==> src/rtl/mailbox_pkg.sv <==
// Shared types and widths for the mailbox APB bridge.
package mailbox_pkg;

  localparam int unsigned AddrWidth = 6;
  localparam int unsigned DataWidth = 32;

  typedef enum logic [1:0] {
    StIdle    = 2'd0,
    StAccess  = 2'd1,
    StRecover = 2'd2
  } bridge_state_e;

endpackage

==> src/rtl/mailbox_apb_bridge_if.sv <==
// APB slave port plus the downstream mailbox-controller port of one bridge instance.
interface mailbox_apb_bridge_if;
  import mailbox_pkg::*;

  logic                 psel;
  logic                 penable;
  logic                 pwrite;
  logic [AddrWidth-1:0] paddr;
  logic [DataWidth-1:0] pwdata;
  logic                 pready;
  logic [DataWidth-1:0] prdata;
  logic                 pslverr;

  logic                 mbx_write;
  logic                 mbx_read;
  logic [AddrWidth-1:0] mbx_addr;
  logic [DataWidth-1:0] mbx_wdata;
  logic                 mbx_ready;
  logic [DataWidth-1:0] mbx_rdata;

  // Bridge side.
  modport slave (
    input  psel, penable, pwrite, paddr, pwdata, mbx_ready, mbx_rdata,
    output pready, prdata, pslverr, mbx_write, mbx_read, mbx_addr, mbx_wdata
  );

  // APB master and mailbox controller side.
  modport master (
    output psel, penable, pwrite, paddr, pwdata, mbx_ready, mbx_rdata,
    input  pready, prdata, pslverr, mbx_write, mbx_read, mbx_addr, mbx_wdata
  );

endinterface

==> src/rtl/mailbox_apb_bridge.sv <==
// APB-to-mailbox bridge: forwards one APB transfer at a time to the mailbox controller,
// with a bounded wait and a registered single-cycle pready pulse.
module mailbox_apb_bridge
  import mailbox_pkg::*;
#(
  parameter int unsigned TIMEOUT_CYCLES = 64
) (
  input logic                clk,
  input logic                resetn,
  mailbox_apb_bridge_if.slave bus
);

  localparam int unsigned CntW = $clog2(TIMEOUT_CYCLES);
  localparam logic [CntW-1:0] CntMax = CntW'(TIMEOUT_CYCLES - 1);

  bridge_state_e        state_q, state_d;
  logic [CntW-1:0]      cnt_q, cnt_d;
  logic                 pready_q, pready_d;
  logic [DataWidth-1:0] prdata_q, prdata_d;
  logic                 pslverr_q, pslverr_d;
  logic                 write_q, write_d;
  logic                 read_q, read_d;
  logic [AddrWidth-1:0] addr_q, addr_d;
  logic [DataWidth-1:0] wdata_q, wdata_d;

  always_comb begin
    state_d   = state_q;
    cnt_d     = cnt_q;
    pready_d  = 1'b0;
    prdata_d  = '0;
    pslverr_d = 1'b0;
    write_d   = write_q;
    read_d    = read_q;
    addr_d    = addr_q;
    wdata_d   = wdata_q;

    unique case (state_q)
      StIdle: begin
        if (bus.psel && bus.penable) begin
          if (bus.paddr[1:0] == 2'b00) begin
            addr_d  = bus.paddr;
            wdata_d = bus.pwdata;
            write_d = bus.pwrite;
            read_d  = !bus.pwrite;
            cnt_d   = '0;
            state_d = StAccess;
          end else begin
            // Misaligned: answer with an error without touching the controller.
            pready_d  = 1'b1;
            pslverr_d = 1'b1;
            state_d   = StRecover;
          end
        end
      end

      StAccess: begin
        // Completion wins over a timeout landing in the same cycle.
        if (bus.mbx_ready) begin
          write_d  = 1'b0;
          read_d   = 1'b0;
          pready_d = 1'b1;
          prdata_d = read_q ? bus.mbx_rdata : '0;
          state_d  = StRecover;
        end else if (cnt_q == CntMax) begin
          write_d   = 1'b0;
          read_d    = 1'b0;
          pready_d  = 1'b1;
          pslverr_d = 1'b1;
          state_d   = StRecover;
        end else begin
          cnt_d = cnt_q + 1'b1;
        end
      end

      StRecover: begin
        // Wait for the controller to release mbx_ready before taking new work.
        if (!bus.mbx_ready) begin
          state_d = StIdle;
        end
      end

      default: state_d = StIdle;
    endcase
  end

  always_ff @(posedge clk or negedge resetn) begin
    if (!resetn) begin
      state_q   <= StIdle;
      cnt_q     <= '0;
      pready_q  <= 1'b0;
      prdata_q  <= '0;
      pslverr_q <= 1'b0;
      write_q   <= 1'b0;
      read_q    <= 1'b0;
      addr_q    <= '0;
      wdata_q   <= '0;
    end else begin
      state_q   <= state_d;
      cnt_q     <= cnt_d;
      pready_q  <= pready_d;
      prdata_q  <= prdata_d;
      pslverr_q <= pslverr_d;
      write_q   <= write_d;
      read_q    <= read_d;
      addr_q    <= addr_d;
      wdata_q   <= wdata_d;
    end
  end

  assign bus.pready    = pready_q;
  assign bus.prdata    = prdata_q;
  assign bus.pslverr   = pslverr_q;
  assign bus.mbx_write = write_q;
  assign bus.mbx_read  = read_q;
  assign bus.mbx_addr  = addr_q;
  assign bus.mbx_wdata = wdata_q;

endmodule

==> src/flat_wrapper.sv <==
// flat-port wrapper written by rule: the top's interface ports become plain ports
module mailbox_apb_bridge_flat import mailbox_pkg::*;
#(
  parameter int unsigned TIMEOUT_CYCLES = 64
)
  (clk, resetn, bus_psel, bus_penable, bus_pwrite, bus_paddr, bus_pwdata, bus_mbx_ready, bus_mbx_rdata, bus_pready, bus_prdata, bus_pslverr, bus_mbx_write, bus_mbx_read, bus_mbx_addr, bus_mbx_wdata);
  mailbox_apb_bridge_if bus_i ();
  input logic clk;
  input logic resetn;
  input wire logic [$bits(bus_i.psel)-1:0] bus_psel;
  input wire logic [$bits(bus_i.penable)-1:0] bus_penable;
  input wire logic [$bits(bus_i.pwrite)-1:0] bus_pwrite;
  input wire logic [$bits(bus_i.paddr)-1:0] bus_paddr;
  input wire logic [$bits(bus_i.pwdata)-1:0] bus_pwdata;
  input wire logic [$bits(bus_i.mbx_ready)-1:0] bus_mbx_ready;
  input wire logic [$bits(bus_i.mbx_rdata)-1:0] bus_mbx_rdata;
  output wire logic [$bits(bus_i.pready)-1:0] bus_pready;
  output wire logic [$bits(bus_i.prdata)-1:0] bus_prdata;
  output wire logic [$bits(bus_i.pslverr)-1:0] bus_pslverr;
  output wire logic [$bits(bus_i.mbx_write)-1:0] bus_mbx_write;
  output wire logic [$bits(bus_i.mbx_read)-1:0] bus_mbx_read;
  output wire logic [$bits(bus_i.mbx_addr)-1:0] bus_mbx_addr;
  output wire logic [$bits(bus_i.mbx_wdata)-1:0] bus_mbx_wdata;
  assign bus_i.psel = bus_psel;
  assign bus_i.penable = bus_penable;
  assign bus_i.pwrite = bus_pwrite;
  assign bus_i.paddr = bus_paddr;
  assign bus_i.pwdata = bus_pwdata;
  assign bus_i.mbx_ready = bus_mbx_ready;
  assign bus_i.mbx_rdata = bus_mbx_rdata;
  assign bus_pready = bus_i.pready;
  assign bus_prdata = bus_i.prdata;
  assign bus_pslverr = bus_i.pslverr;
  assign bus_mbx_write = bus_i.mbx_write;
  assign bus_mbx_read = bus_i.mbx_read;
  assign bus_mbx_addr = bus_i.mbx_addr;
  assign bus_mbx_wdata = bus_i.mbx_wdata;
  mailbox_apb_bridge #(.TIMEOUT_CYCLES(TIMEOUT_CYCLES)) u_core (.clk(clk), .resetn(resetn), .bus(bus_i));
endmodule
==> config.mk <==
export PLATFORM = sky130hd
export DESIGN_NAME = mailbox_apb_bridge_flat
export DESIGN_NICKNAME = d
export VERILOG_FILES = /design/src/rtl/mailbox_pkg.sv /design/src/rtl/mailbox_apb_bridge_if.sv /design/src/rtl/mailbox_apb_bridge.sv /design/src/flat_wrapper.sv
export SDC_FILE = /design/constraint.sdc
export NUM_CORES = 1
export LEC_CHECK = 0
export CAP_MARGIN = 15
export CORE_ASPECT_RATIO = 0.75
export CORE_MARGIN = 3
export CORE_UTILIZATION = 60
export DETAILED_ROUTE_END_ITERATION = 8
export DONT_BUFFER_PORTS = 1
export PLACE_DENSITY = 0.81
export SKIP_CTS_REPAIR_TIMING = 1
export SYNTH_ARGS = -nofsm -noshare
export SYNTH_HDL_FRONTEND = slang
export SYNTH_SLANG_ARGS = --single-unit
export TNS_END_PERCENT = 10
==> constraint.sdc <==
create_clock -name clk -period 1.7 [get_ports clk]
set_input_delay 0.34 -clock clk [delete_from_list [all_inputs] [get_ports clk]]
set_output_delay 0.34 -clock clk [all_outputs]
set_load 0.01 [all_outputs]
==> results of run 1 <==
[state kept, by name, indices dropped and copies added, names as in the netlist]
signal and count:
u_core.bus.mbx_wdata 32, u_core.bus.mbx_read 1, u_core.bus.mbx_addr 6, u_core.bus.pready 1, u_core.bus.mbx_write 1, u_core.cnt_q 6
u_core.bus.prdata 32, u_core.state_q 2, u_core.bus.pslverr 1
[worst max-delay path: cells and delay by family, from the launching register on]
family	cells	cell delay [ns]
AOI/OAI and AO/OA	2	0.41
adders and majority gates	1	0.22
DFF	1	0.43
muxes	1	0.30
and+or+nand+nor	1	0.12
[final timing paths]
path | slack (ns) | depth (start not counted) | endpoint
setup / recovery | 0.12 | 5 | u_core.cnt_q[0]
hold / removal | -0.31 | 0 | u_core.bus.prdata[25]
setup reg to reg | 0.12 | 5 | u_core.cnt_q[0]
hold reg to reg | 0.55 | 1 | u_core.cnt_q[5]
max in group asynchronous | 1.87 | 0 | u_core.bus.mbx_wdata[22]
min in group clk | 0.13 | 1 | u_core.bus.prdata[1]
[per-layer routing]
layer | global-route usage [%] | wire length [µm]
met4 | 8.30 | 70
met5 | 0 | 0
met3 | 11.8 | 755
met2 | 31.9 | 2850
met1 | 20.1 | 1930
[cell type report]
type | count | area share, %
repair buffers | 3 | 0.676
inverters | 2 | 0.225
flip-flops and latches | 82 | 61.6
clock buffers | 11 | 4.24
clock inverters | 5 | 1.88
multi-input cells | 117 | 29.2
well taps | 57 | 2.14
[power by group through the flow]
stage / clock [W] / sequential (W) / combinational, W
2_1_floorplan: 0 / 0.00298 / 0.000613
3_3_place_gp: 0 / 0.00310 / 0.000648
3_5_place_dp: 0 / 0.00313 / 0.000703
4_1_cts: 0.00143 / 0.00309 / 0.000707
5_1_grt: 0.00155 / 0.00316 / 0.000782
6_report: 0.00139 / 0.00308 / 0.000703
[stage by stage]
stage / worst slack, ns / hold slack, ns / util (%)
global placement: 0.188 / 0.0460 / 66.3
global route: 0.0179 / -0.348 / 70.8
finish: 0.117 / -0.307 / 70.8
detailed placement: 0.122 / 0.0458 / 66.3
CTS: 0.0865 / -0.331 / 70.6
floorplan: 0.231 / 0.0444 / -
[logic make-up (layout without fill, tap and decap cells)]
logic type / after synthesis / in the layout
AOI/OAI and AO/OA: 20 / 20
DFF: 82 / 82
adders and majority gates: 1 / 1
and+or+nand+nor: 55 / 55
buffers and inverters: 11 / 21
muxes: 41 / 41
[cells in the final DEF, fill, tap and decap left out, types with 2 or more instances in the layout]
cell type	count
inv_1	2
clkinvlp_4	2
mux2i_1	3
and2_1	34
o2bb2ai_1	2
clkbuf_8	10
buf_4	3
mux2_2	37
nor3_1	2
a31oi_1	2
o21ai_0	2
dfrtp_1	82
nor2_1	6
a22o_1	2
nand2_1	4
==> results_dict.tcl, run 1 <==
set metrics [dict create \
    drt_iter0_markers 100 \
    fin_cells 277 \
    grt_start_max_net_pins 83 \
    dp_hpwl_mm 4.10 \
    track_usage_pct 19.4 \
    n_antenna_cell 0 \
    placed_cell_area_um2 3120 \
    worst_pin_slew_ns 0.391 \
    slew_headroom_pct 73.9 \
    internal-power_w 0.00363 \
    dieArea_um2 6050 \
    synth_xor_area_share_pct 0 \
    clkLatencyLatePin_ns 0.33 \
    wl_per_cell_um 20.2 \
    multi_input_area_um2 973 \
    fin_nets 292 \
    fill_cells 310 \
    gp_congestion 0.735 \
    fin_crit_sh_pct 93.1 \
    grt_pass1_vias 1750 \
    synthArstFlopShare_pct 100 \
    clkPwrFrac_pct 26.8 \
    firstDrtPassIters 4 \
    netlist_top_cells_area "dfrtp_1 66%, mux2_2 13%, and2_1 6.9%, buf_6 1.5%, mux2i_1 0.97%" \
    rsz0062_at_grt "no" \
    drive_above_1_share_pct 27.3 \
    synth_cell_types 36 \
    crit_arrival_ns 1.81 \
    ctsLongestPathBuffers 2 \
    htreeDepth 3 \
    syn_nets 287 \
    ys.flop_type "dfrtp_1" \
    p_comb_share_pct 13.6 \
    dieWidth_um 88.8 \
    cp-end-kind "flip-flop" \
    critPathLaunchType "flip-flop" \
    synthTopCellsByCount "82 x dfrtp_1, 37 x mux2_2, 34 x and2_1" \
    root_buffer "clkbuf_8" \
    synth_top_family_by_area "multiplexers" \
    power.total_w 0.00517 \
    wirelength_mm 5.60 \
    core_area_um2 4700 \
    io_buffers 0 \
    power_switching_w 0.00153 \
    ios 150 \
    layout_min_cycle_time_ns 1.58 \
    fin_area_um2 3330 \
    tns_ns 0 \
    routed_via_density 6.00 \
    p_per_area_nw_per_um2 1550 \
    cp_slowest_cell "dfrtp_1" \
    drv_cap 0 \
    cp_cell_sequence "ha_1, nand3_2, o21ba_1, mux2_4, a22o_1" \
    timing.hold.ws_ns -0.307 \
    leakage_nw 1.58 \
    worstSetupStartpoint "u_core.cnt_q[0]" \
    clk_pin_slew_worst_paths_ns 0.08 \
    synth-adder-area-share_pct 0.405 \
    initial_core_util_pct 65.6 \
    cts_sinks 82 \
    synth_simple_gate_area_share_pct 10.9 \
    fmax_mhz 632 \
    synth_edf_count 0 \
    hold_viol 82 \
    synth-seq-area-share_pct 66.5 \
    critPathKind "flip-flop to flip-flop" \
    cts_buffers 9 \
    finalSetupViolations 0 \
    regArea_um2 2050 \
    slew_violations 0 \
    r2r-start "u_core.cnt_q[0]" \
    tritoncts "done" \
    seq_power_share_pct 59.6 \
    gr-total-overflow 0 \
    cp.required_ns 1.93 \
    slowest_delay_ns 0.43 \
    fp-row-count 21 \
    netlist.area_leader.share_pct 66.5 \
    synth_mux_area_share_pct 15.0 \
    violations "hold timing" \
    netlist_area_um2 3090 \
    ir_worst_vdd_v 0.000797 \
    drt_drc_violations_left 0 \
    grt_antenna_before_repair 0 \
    syn_avg_cell_area_um2 14.7 \
    grt_pass1_wl_mm 8.45 \
    fin_skew_ns 0.00718 \
    ant_nets 0 \
    synth_top_area_cell "dfrtp_1" \
    synth_compound_area_share_pct 4.99 \
    dp_cells 261 \
    die_h_um 68.1 \
    hp-class "input pin to async pin" \
    yosysWarnings 0 \
    netSwitchingFraction_pct 29.7 \
    yosysMostFrequentCell "dfrtp_1" \
    cp_max_fo 6 \
    ys_ff_latch 82 \
    status "finished with violations" \
    area_growth_pct 7.90 \
    routed-via-count 1661 \
    synthCells 210 \
]
Power figures use the tool's default switching activity.
==> run 2, diff against run 1 <==
SKIP_CTS_REPAIR_TIMING = default   (was 1)
SKIP_LAST_GASP = 1   (was default)
==> run 2 against run 1 <==
The flow still finishes with violations (hold timing). Die area is the same. Setup slack gained 0.0025 ns. Clock power is essentially flat. Final area shrank 0.26%. Global-route usage is the same. Critical path type unchanged. Largest cell class unchanged.
==> results_dict.tcl, run 2 (synthesized netlist as in run 1, its figures left out) <==
set metrics [dict create \
    worst_pin_slew_ns 0.510 \
    ios 150 \
    p_per_area_nw_per_um2 1550 \
    gp_congestion 0.735 \
    fin_crit_sh_pct 93.0 \
    fin_cells 277 \
    routed-via-count 1642 \
    drive_above_1_share_pct 27.3 \
    layout_min_cycle_time_ns 1.58 \
    clkLatencyLatePin_ns 0.33 \
    r2r-start "u_core.cnt_q[0]" \
    dp_cells 261 \
    area_growth_pct 7.62 \
    grt_pass1_vias 1750 \
    fin_nets 292 \
    clk_pin_slew_worst_paths_ns 0.08 \
    initial_core_util_pct 65.6 \
    crit_arrival_ns 1.81 \
    cp.required_ns 1.93 \
    grt_pass1_wl_mm 8.45 \
    final_cell_mix "82 x dfrtp_1, 37 x mux2_2, 34 x and2_1" \
    ant_nets 0 \
    ff2ff_setup_slack_ns 0.12 \
    grt_antenna_before_repair 0 \
    critPathLaunchType "flip-flop" \
    r2r_cells 5 \
    leakage_nw 1.59 \
    critPathKind "flip-flop to flip-flop" \
    track_usage_pct 19.4 \
    ir_worst_vdd_v 0.000787 \
    rsz0062_at_grt "yes" \
    timing.hold.ws_ns -0.307 \
    ctsLongestPathBuffers 2 \
    firstDrtPassIters 4 \
    wl_per_cell_um 19.9 \
    cts_buffers 9 \
    drv_cap 0 \
    grt_start_max_net_pins 83 \
    placed_cell_area_um2 3120 \
    drt_drc_violations_left 0 \
    rr_endpoint "u_core.cnt_q[0]" \
    dieWidth_um 88.8 \
    finalSetupViolations 0 \
    cts_setup_buffers 0 \
    dp_hpwl_mm 4.10 \
    n_antenna_cell 0 \
    cp_cell_sequence "ha_1, nand3_2, o21ba_1, mux2_4, a22o_1" \
    dieArea_um2 6050 \
    final_common_cell "dfrtp_1" \
    fin_skew_ns 0.00711 \
    cp_slowest_cell "dfrtp_1" \
    routed_via_density 5.93 \
    core_area_um2 4700 \
    die_h_um 68.1 \
    hp-class "input pin to async pin" \
    tritoncts "done" \
    fin_area_um2 3320 \
    cp_max_fo 6 \
    hold_viol 82 \
    drt_iter0_markers 99 \
    fmax_mhz 633 \
    fp-row-count 21 \
    gr-total-overflow 0 \
    status "finished with violations" \
    slew_violations 0 \
    root_buffer "clkbuf_8" \
    htreeDepth 3 \
    power.total_w 0.00516 \
    cp-end-kind "flip-flop" \
    slowest_delay_ns 0.43 \
    violations "hold timing" \
    io_buffers 0 \
    slew_headroom_pct 66.0 \
    cts_sinks 82 \
    wirelength_mm 5.51 \
]
[run 2: cell types whose count changed in the layout (fill, tap and decap cells not counted)]
cell / previous run / this run
nand2_4: 0 / 1
nand2_8: 1 / 0
[run 2: per-stage QoR]
step	worst slack [ns]	TNS, ns	utilization (%)
floorplan	0.231	0	-
global placement	0.188	0	66.3
detailed placement	0.122	0	66.3
CTS	0.0865	0	70.6
global route	-0.0158	-0.0158	70.6
finish	0.119	0	70.6
[run 2: per-layer routing]
layer,up-vias,part of all wire (%),global-route usage (%)
li1,732,-,-
met2,102,51,31.9
met5,-,0,0
met4,0,1.3,8.30
met1,798,34,20.1
met3,10,13,11.8
[run 2: worst max-delay path by stage]
| stage | from | to | slack (ns) |
|---|---|---|---|
| floorplan | u_core.cnt_q[0] | u_core.cnt_q[0] | 0.23 |
| global placement | u_core.cnt_q[0] | u_core.cnt_q[0] | 0.19 |
| detailed placement | u_core.cnt_q[0] | u_core.cnt_q[3] | 0.12 |
| CTS | u_core.state_q[1] | u_core.bus.prdata[0] | 0.09 |
| global route | u_core.state_q[0] | u_core.cnt_q[3] | -0.02 |
| finish | u_core.cnt_q[0] | u_core.cnt_q[0] | 0.12 |
[run 2: area by class of cell]
type / count / area [µm²]
clock inverter: 5 / 62.6
tap: 57 / 71.3
timing repair buffer: 3 / 22.5
sequential: 82 / 2050
multi-input combinational: 117 / 965
clock buffer: 11 / 141
fill: 311 / 1380
inverter: 2 / 7.51
[run 2: critical path, delay by kind of cell, from the launching register on]
kind | cells | cell delay [ns]
muxes | 1 | 0.30
DFF | 1 | 0.43
AOI/OAI and AO/OA | 2 | 0.41
and+or+nand+nor | 1 | 0.12
adders and majority gates | 1 | 0.22
[run 2: repair_timing]
action                                  in CTS  in global routing
hold endpoints to repair                    82                 82
endpoints found under the setup margin       0                 18
gates resized for setup                      0                  2
[run 2: power by group]
| part | internal, W | leakage [nW] | total (W) | switching, W |
|---|---|---|---|---|
| logic | 0.000450 | 0.425 | 0.000693 | 0.000243 |
| clock network | 0.000727 | 0.0962 | 0.00138 | 0.000657 |
| registers | 0.00246 | 1.06 | 0.00308 | 0.000621 |
| total | 0.00363 | 1.59 | 0.00516 | 0.00152 |
==> run 3, diff against run 2 <==
CELL_PAD_IN_SITES_DETAIL_PLACEMENT = 0   (was default)
CELL_PAD_IN_SITES_GLOBAL_PLACEMENT = 1   (was default)
CORE_MARGIN = default   (was 3)
CORE_UTILIZATION = 48   (was 60)
PLACE_DENSITY = 0.83   (was 0.81)
==> run 3 against run 2 <==
The flow still finishes with violations (hold timing). Global-route usage fell by 2.9 points. Register-to-register slack barely moved. Die area rose by 12%. Power rose by 3.6%. Flip-flop and latch count did not move. Clock power rose by 14%. Worst hold slack got worse by 0.021 ns. Cell count rose by 8.7%. Sequential power barely moved. Via count fell by 1.2%. First-iteration DRC count fell by 7.1%. Highest routed layer unchanged.
==> results_dict.tcl, run 3 (synthesized netlist as in run 1, its figures left out) <==
set metrics [dict create \
    n_antenna_cell 0 \
    routed-via-count 1622 \
    clkLatencyLatePin_ns 0.35 \
    cp_max_fo 6 \
    ctsLongestPathBuffers 2 \
    crit_arrival_ns 1.81 \
    status "finished with violations" \
    initial_core_util_pct 51.4 \
    firstDrtPassIters 4 \
    root_buffer "clkbuf_8" \
    grt_pass1_wl_mm 7.96 \
    dieWidth_um 94.6 \
    fin_nets 295 \
    fin_skew_ns 0.00803 \
    ir_worst_vdd_v 0.000563 \
    cp_slowest_cell "dfrtp_1" \
    tritoncts "done" \
    violations "hold timing" \
    dieArea_um2 6760 \
    hold_viol 82 \
    p_per_area_nw_per_um2 1560 \
    io_buffers 0 \
    slew_violations 0 \
    final_cell_mix "82 x dfrtp_1, 37 x mux2_2, 34 x and2_1" \
    drt_drc_violations_left 0 \
    cp.required_ns 1.94 \
    grt_start_max_net_pins 83 \
    cp_cell_sequence "ha_1, nand3_2, o21ba_1, mux2_4, a22o_1" \
    critPathLaunchType "flip-flop" \
    core_area_um2 6010 \
    cts_setup_buffers 0 \
    gr-total-overflow 0 \
    grt_pass1_vias 1597 \
    worst_pin_slew_ns 0.336 \
    gp_congestion 0.792 \
    drive_above_1_share_pct 28.3 \
    fill_cells 507 \
    cts_buffers 9 \
    layout_min_cycle_time_ns 1.57 \
    fmax_mhz 637 \
    grt_antenna_before_repair 0 \
    track_usage_pct 16.5 \
    fin_crit_sh_pct 92.4 \
    wl_per_cell_um 17.9 \
    die_h_um 71.4 \
    fp-row-count 24 \
    drv_cap 0 \
    routed_via_density 5.39 \
    final_common_cell "dfrtp_1" \
    wirelength_mm 5.40 \
    leakage_nw 1.63 \
    tns_ns 0 \
    ios 150 \
    slowest_delay_ns 0.44 \
    dp_hpwl_mm 3.87 \
    clk_pin_slew_worst_paths_ns 0.08 \
    finalSetupViolations 0 \
    area_growth_pct 10.8 \
    critPathKind "flip-flop to flip-flop" \
    ctsResizeCount 0 \
    hp-class "input pin to async pin" \
    cts_sinks 82 \
    rsz0062_at_grt "no" \
    power.total_w 0.00534 \
    htreeDepth 3 \
    ant_nets 0 \
    drt_iter0_markers 92 \
    timing.hold.ws_ns -0.327 \
    slew_headroom_pct 77.4 \
    cp-end-kind "flip-flop" \
]
run 3: layer usage:
metal | track usage (%) | routed length (µm) | vias up
li1 | - | - | 739
met1 | 18.9 | 2130 | 772
met2 | 23.3 | 2380 | 101
met3 | 12.1 | 817 | 10
met4 | 7.58 | 79 | 0
met5 | 0 | 0 | -
run 3: final cells by class:
type | count | area (µm²) | area share (%)
Clock inverter | 7 | 106 | 3.11
Tap cell | 78 | 97.6 | 2.85
Multi-Input combinational cell | 117 | 963 | 28.2
Clock buffer | 9 | 124 | 3.62
Timing Repair Buffer | 6 | 70.1 | 2.05
Inverter | 2 | 7.51 | 0.219
Sequential cell | 82 | 2050 | 60.0
run 3: per-stage QoR:
step	utilization (%)	hold slack, ns	area [µm²]	setup WS (ns)	cells
after floorplan	-	0.0444	3090	0.231	210
after global placement	53.1	0.0458	3190	0.176	285
after detailed placement	53.1	0.0461	3190	0.140	285
after CTS	57.0	-0.352	3420	0.123	301
after global routing	57.0	-0.356	3420	0.0499	301
final	57.0	-0.327	3420	0.130	301
run 3: worst paths after layout:
path                                    from                    end  slack, ns  cells past startpoint
max                          u_core.cnt_q[0]        u_core.cnt_q[0]       0.13                      5
min                                   resetn      u_core.state_q[1]      -0.33                      0
max reg2reg                  u_core.cnt_q[0]        u_core.cnt_q[0]       0.13                      5
min reg2reg                  u_core.cnt_q[5]        u_core.cnt_q[5]       0.54                      1
max in group asynchronous             resetn  u_core.bus.prdata[24]       1.91                      0
min in group clk           bus_mbx_rdata[16]  u_core.bus.prdata[16]       0.10                      1
run 3: power breakdown:
| group | internal [W] | leakage (nW) | switching, W |
|---|---|---|---|
| Sequential | 0.00246 | 1.06 | 0.000598 |
| Combinational | 0.000458 | 0.452 | 0.000247 |
| Clock | 0.000855 | 0.117 | 0.000728 |
run 3: critical path: cells and delay by family, from the launching register on:
family,cells,cell delay [ns]
flops,1,0.44
fa+ha+maj,1,0.25
simple gates,1,0.10
mux,1,0.31
compound gates,2,0.37
